===== config.mk =====
export PLATFORM = sky130hd
export DESIGN_NAME = mem_port_arbiter
export DESIGN_NICKNAME = d
export VERILOG_FILES = /design/src/rtl/mem_port_arbiter_pkg.sv /design/src/rtl/mem_port_arbiter_perf_cnt.sv /design/src/rtl/mem_port_arbiter.sv
export SDC_FILE = /design/constraint.sdc
export NUM_CORES = 1
export LEC_CHECK = 0
export ABC_AREA = 1
export CAP_MARGIN = 20
export CORE_MARGIN = 10
export CORE_UTILIZATION = 43
export CTS_CLUSTER_SIZE = 24
export DETAILED_ROUTE_END_ITERATION = 10
export PLACE_DENSITY = 0.87
export SLEW_MARGIN = 20
export SYNTH_ARGS = -nofsm -noshare
export SYNTH_HDL_FRONTEND = slang
export SYNTH_SLANG_ARGS = --single-unit
export TNS_END_PERCENT = 30

===== constraint.sdc =====
create_clock -name clk_i -period 4.1 [get_ports clk_i]
set_input_delay 0.82 -clock clk_i [delete_from_list [all_inputs] [get_ports clk_i]]
set_output_delay 0.82 -clock clk_i [all_outputs]
set_load 0.05 [all_outputs]

===== src/rtl/mem_port_arbiter_pkg.sv =====
// Shared types and constants for the IF/DM memory port arbiter.
package mem_port_arbiter_pkg;

    localparam int DEFAULT_ADDR_W = 32;
    localparam int DEFAULT_DATA_W = 32;
    localparam int PERF_CNT_W     = 32;

    typedef enum logic [1:0] {
        IDLE    = 2'd0,
        IF_WAIT = 2'd1,
        DM_WAIT = 2'd2
    } arb_state_t;

    typedef enum logic {
        GNT_IF = 1'b0,
        GNT_DM = 1'b1
    } grant_t;

endpackage


===== src/rtl/mem_port_arbiter_perf_cnt.sv =====
// Saturating stall-cycle counter; only built when MEM_PORT_ARBITER_PERF_EN is defined.
`ifdef MEM_PORT_ARBITER_PERF_EN
module mem_port_arbiter_perf_cnt
    import mem_port_arbiter_pkg::*;
#(
    parameter int WIDTH = PERF_CNT_W
) (
    input  logic             clk_i,
    input  logic             rst_n_i,
    input  logic             inc_i,
    output logic [WIDTH-1:0] count_o
);

    logic [WIDTH-1:0] count;

    // Count every cycle inc_i is high, sticking at all-ones.
    always_ff @(posedge clk_i) begin
        if (!rst_n_i) begin
            count <= '0;
        end else if (inc_i && (count != '1)) begin
            count <= count + {{(WIDTH-1){1'b0}}, 1'b1};
        end
    end

    assign count_o = count;

endmodule
`endif


===== src/rtl/mem_port_arbiter.sv =====
// Round-robin arbiter sharing one variable-latency memory between the fetch
// and data-memory ports of the pipeline. Optional stall counters are enabled
// with the MEM_PORT_ARBITER_PERF_EN macro.
module mem_port_arbiter
    import mem_port_arbiter_pkg::*;
#(
    parameter int ADDR_W = DEFAULT_ADDR_W,
    parameter int DATA_W = DEFAULT_DATA_W
) (
    input  logic              clk_i,
    input  logic              rst_n_i,
    input  logic              if_req_i,
    input  logic [ADDR_W-1:0] if_addr_i,
    input  logic              if_flush_i,
    output logic [DATA_W-1:0] if_rdata_o,
    output logic              if_done_o,
    output logic              if_stall_o,
    input  logic              dm_req_i,
    input  logic              dm_we_i,
    input  logic [ADDR_W-1:0] dm_addr_i,
    input  logic [DATA_W-1:0] dm_wdata_i,
    output logic [DATA_W-1:0] dm_rdata_o,
    output logic              dm_done_o,
    output logic              dm_stall_o,
    output logic              mem_req_o,
    output logic              mem_we_o,
    output logic [ADDR_W-1:0] mem_addr_o,
    output logic [DATA_W-1:0] mem_wdata_o,
    input  logic [DATA_W-1:0] mem_rdata_i,
    input  logic              mem_ack_i
`ifdef MEM_PORT_ARBITER_PERF_EN
    ,
    output logic [PERF_CNT_W-1:0] perf_if_stall_o,
    output logic [PERF_CNT_W-1:0] perf_dm_stall_o
`endif
);

    arb_state_t        state, state_next;
    grant_t            last_grant, last_grant_next;
    logic              kill, kill_next, kill_now;
    logic              mem_req_next, mem_we_next;
    logic [ADDR_W-1:0] mem_addr_next;
    logic [DATA_W-1:0] mem_wdata_next;
    logic [DATA_W-1:0] if_rdata_next, dm_rdata_next;
    logic              if_done_next, dm_done_next;
    logic              if_eligible, dm_eligible, grant_dm;

    // A port whose done is pulsing this cycle still shows its old request; it is not a new access yet.
    assign if_eligible = if_req_i & ~if_done_o;
    assign dm_eligible = dm_req_i & ~dm_done_o;
    assign grant_dm    = dm_eligible & (~if_eligible | (last_grant == GNT_IF));

    assign if_stall_o = if_req_i & ~if_done_o;
    assign dm_stall_o = dm_req_i & ~dm_done_o;

    // State, memory-side request and returned-data registers.
    always_ff @(posedge clk_i) begin
        if (!rst_n_i) begin
            state       <= IDLE;
            last_grant  <= GNT_IF;
            kill        <= 1'b0;
            mem_req_o   <= 1'b0;
            mem_we_o    <= 1'b0;
            mem_addr_o  <= '0;
            mem_wdata_o <= '0;
            if_rdata_o  <= '0;
            dm_rdata_o  <= '0;
            if_done_o   <= 1'b0;
            dm_done_o   <= 1'b0;
        end else begin
            state       <= state_next;
            last_grant  <= last_grant_next;
            kill        <= kill_next;
            mem_req_o   <= mem_req_next;
            mem_we_o    <= mem_we_next;
            mem_addr_o  <= mem_addr_next;
            mem_wdata_o <= mem_wdata_next;
            if_rdata_o  <= if_rdata_next;
            dm_rdata_o  <= dm_rdata_next;
            if_done_o   <= if_done_next;
            dm_done_o   <= dm_done_next;
        end
    end

    // Arbitration, access sequencing and completion handling.
    always_comb begin
        state_next      = state;
        last_grant_next = last_grant;
        kill_next       = kill;
        kill_now        = kill;
        mem_req_next    = mem_req_o;
        mem_we_next     = mem_we_o;
        mem_addr_next   = mem_addr_o;
        mem_wdata_next  = mem_wdata_o;
        if_rdata_next   = if_rdata_o;
        dm_rdata_next   = dm_rdata_o;
        if_done_next    = 1'b0;
        dm_done_next    = 1'b0;

        case (state)
            IDLE: begin
                kill_next = 1'b0;
                if (dm_eligible || if_eligible) begin
                    mem_req_next = 1'b1;
                    if (grant_dm) begin
                        state_next      = DM_WAIT;
                        last_grant_next = GNT_DM;
                        mem_we_next     = dm_we_i;
                        mem_addr_next   = dm_addr_i;
                        mem_wdata_next  = dm_wdata_i;
                    end else begin
                        state_next      = IF_WAIT;
                        last_grant_next = GNT_IF;
                        mem_we_next     = 1'b0;
                        mem_addr_next   = if_addr_i;
                        mem_wdata_next  = '0;
                        kill_next       = if_flush_i;
                    end
                end
            end
            IF_WAIT: begin
                kill_now  = kill | if_flush_i;
                kill_next = kill_now;
                if (mem_ack_i) begin
                    state_next   = IDLE;
                    mem_req_next = 1'b0;
                    kill_next    = 1'b0;
                    if (!kill_now) begin
                        if_rdata_next = mem_rdata_i;
                        if_done_next  = 1'b1;
                    end
                end
            end
            DM_WAIT: begin
                if (mem_ack_i) begin
                    state_next   = IDLE;
                    mem_req_next = 1'b0;
                    dm_done_next = 1'b1;
                    if (!mem_we_o) begin
                        dm_rdata_next = mem_rdata_i;
                    end
                end
            end
            default: begin
                state_next   = IDLE;
                mem_req_next = 1'b0;
                kill_next    = 1'b0;
            end
        endcase
    end

`ifdef MEM_PORT_ARBITER_PERF_EN
    mem_port_arbiter_perf_cnt #(.WIDTH(PERF_CNT_W)) u_perf_if (
        .clk_i   (clk_i),
        .rst_n_i (rst_n_i),
        .inc_i   (if_stall_o),
        .count_o (perf_if_stall_o)
    );

    mem_port_arbiter_perf_cnt #(.WIDTH(PERF_CNT_W)) u_perf_dm (
        .clk_i   (clk_i),
        .rst_n_i (rst_n_i),
        .inc_i   (dm_stall_o),
        .count_o (perf_dm_stall_o)
    );
`endif

endmodule


==> results.py <==
metrics = {
    "floorplan": {
        "die_width_microns": 132,
        "dieArea_sq_um": 17300,
        "die_y_microns": 132,
        "design.core.area_sq_um": 12100,
        "ios": 269,
        "start_util": 0.441,
        "rows": 40,
    },
    "global_routing": {
        "grt_pass1_wl_microns": 29700,
        "first_global_vias": 5373,
        "track_usage": 0.214,
        "overflow": 0,
        "grt_max_degree": 65,
        "antenna_found_initial": 0,
    },
    "sta": {
        "worstMarginPinSlew_ps": 1060,
        "fmax_mhz": 315,
        "tns_ps": 0,
        "max_slew_margin": 0.292,
        "rsz0062_at_grt": "no",
        "fin_skew_ps": 5.77,
        "finalMaxSlewViolations": 0,
        "hold_viol": 0,
        "layout_min_cycle_time_ps": 3170,
        "setup_violations": 0,
        "min_period_over_period": 0.773,
    },
    "synth": {
        "synth_top_area_cell": "dfxtp_1",
        "synth-seq-area-share": 0.509,
        "yosysWarnings": 0,
        "synthTopCellsByCount": "nor2_1, nand2_1, dfxtp_1, o21ai_0, inv_1",
        "synth_edf_count": 0,
        "ys_seq_elements": 136,
        "avgSynthCellArea_sq_um": 7.14,
        "yosys.area.top_type_share": 0.509,
        "netlist_instances": 749,
        "synth-simple-area-share": 0.304,
        "yosysUniqueCellTypes": 22,
        "yosysMostFrequentCell": "nor2_1",
        "muxShareOfSynthArea": 0,
        "synth_xor_area_frac": 0,
        "synth_top_family_by_area": "simple AND/OR/NAND/NOR gates",
        "async_reset_ff_frac": 0,
        "synth_area_sq_um": 5350,
        "synth_area_leaders": "dfxtp_1, nor2_1, nand2_1, o21ai_0, a21oi_1",
        "synth_top_flop_cell": "dfxtp_1",
        "synth_fa_ha_area_frac": 0.00702,
        "synth_compound_area_frac": 0.102,
        "syn_nets": 887,
    },
    "clock_network": {
        "cts_buffers": 17,
        "cts.sinks": 136,
        "cts_max_level": 4,
        "cts_resized": 0,
        "cts_root_buffer": "clkbuf_16",
        "clk_pin_slew_ps": 60,
        "clock_path_buffers": 2,
        "clk_latency_ps": 420,
        "cts_tree": "done",
        "hold_buffers": 0,
        "cts_setup_buffers": 0,
    },
    "drt": {
        "route.detailed.drc": 0,
        "vias": 5632,
        "ant_nets": 0,
        "maxUsedRoutingLayer": "met4",
        "wl_per_cell_microns": 16.4,
        "wirelength_microns": 19300,
        "met1_length_microns": 7500,
        "avgViaCountPerCell": 4.79,
        "wl_met3_microns": 2440,
        "first_pass_iters": 5,
        "drt_iter0_drc": 432,
        "wl_met2_microns": 8960,
    },
    "critical_path": {
        "slowest_delay_ps": 840,
        "cp-end-kind": "output pin",
        "crit_chain": "clkdlybuf4s50_1 > inv_2 > nor2_4 > clkdlybuf4s50_1",
        "start_kind": "input port",
        "cp.arrival_ps": 2350,
        "crit_family": "buffers and inverters",
        "critPathMaxFanout": 3,
        "critPathSlowestCell": "clkdlybuf4s50_1",
        "cpMostUsedCell": "clkdlybuf4s50_1",
        "required_ps": 3280,
        "path_buf_inv": 3,
        "worstSetupPathType": "in2out",
    },
    "placement": {
        "dp_hpwl_microns": 13700,
        "io_buffers": 268,
        "finalWeightedCongestion": 0.798,
    },
    "power": {
        "leakage_nw": 3.70,
        "vdd_drop_max_mv": 0.357,
        "total_power_mw": 4.38,
        "power_density_nw_per_um2": 504,
    },
    "finish": {
        "areaGrowthSynthToFinish_pct": 62.4,
        "drive_gt1_frac": 0.0476,
        "multi_input_area_sq_um": 2210,
        "fill_cells": 925,
        "antenna_cells": 0,
        "seq_area_sq_um": 2720,
        "nNetsFinal": 1134,
    },
    "flow_run": {
        "maxCapViolations": 0,
    },
    "hold_path": {
        "hold_path.class": "reg2reg",
    },
    "status": {
        "outcome": "complete, no violations",
    },
}
## worst paths after layout
| check | from | to | slack [ps] | cells past startpoint |
|---|---|---|---|---|
| worst max-delay path | dm_req_i | dm_stall_o | 930 | 4 |
| worst min-delay path | mem_wdata_o[18]$_SDFFE_PN0P_ | mem_wdata_o[18]$_SDFFE_PN0P_ | 460 | 2 |
| worst max register to register | state[0]$_SDFFE_PN0P_ | dm_rdata_o[14]$_SDFFE_PN0P_ | 1960 | 8 |
| worst min register to register | mem_wdata_o[18]$_SDFFE_PN0P_ | mem_wdata_o[18]$_SDFFE_PN0P_ | 460 | 2 |
## layout by cell type, fill, tap and decap left out
cell             count
clkdlybuf4s50_1    268
nor2_1             194
nand2_1            175
dfxtp_1            136
o21ai_0             64
inv_1               45
a21oi_1             38
nand3_1             35
clkbuf_16           17
inv_2                5
clkbuf_8             4
clkinvlp_4           4
buf_4                4
ha_1                 3
bufinv_16            3
nor2_4               1
nor2_2               1
nand4_1              1
a21oi_4              1
nand2_4              1
nor2_8               1
nand3_2              1
a21oi_2              1
o211ai_1             1
inv_6                1
clkinv_2             1
clkinv_4             1
buf_12               1
## cells by family (layout without fill, tap and decap cells)
family,after synthesis,in the layout
AOI/OAI and AO/OA,105,105
adders and majority gates,3,3
buffers and inverters,95,354
DFF,136,136
and+or+nand+nor,410,410
## registers in the layout, summed over array words and instances, names as in the netlist, 2 cells and up
signal	cells
dm_rdata_o	32
if_rdata_o	32
mem_wdata_o	32
state	2
mem_addr_o	32
## where the power goes
group	internal [mW]	switching (mW)	leakage [nW]
combinational	0.443	0.829	2.30
sequential	1.45	0.0629	1.11
clock	1.02	0.573	0.294
total	2.91	1.46	3.70
## cell type report
class	count	area share
inverters	50	0.0216
multi-input cells	518	0.254
clock inverters	10	0.0164
well taps	168	0.0242
repair buffers	273	0.315
clock buffers	21	0.0553
flip-flops and latches	136	0.314
## layer usage
metal,GRT usage,up-vias
met4,0.0797,0
met1,0.227,2528
met3,0.117,31
li1,-,2817
met2,0.349,256
met5,0,-
## stage by stage
step | worst slack, ps | hold slack (ps) | util | cell area, sq um | instances
2_1_floorplan | 2030 | 440 | - | 5350 | 749
3_3_place_gp | 941 | 447 | 0.665 | 8060 | 1145
3_5_place_dp | 924 | 452 | 0.665 | 8060 | 1145
4_1_cts | 924 | 461 | 0.717 | 8680 | 1176
5_1_grt | 892 | 473 | 0.717 | 8680 | 1176
6_report | 929 | 462 | 0.717 | 8680 | 1176
## tightest hold or removal path, delay by kind of cell, from the launching register on
family          cells  cell delay [ps]
flops               1              300
simple gates        1               60
compound gates      1               50
No activity file was read; power rests on OpenSTA's default activity.
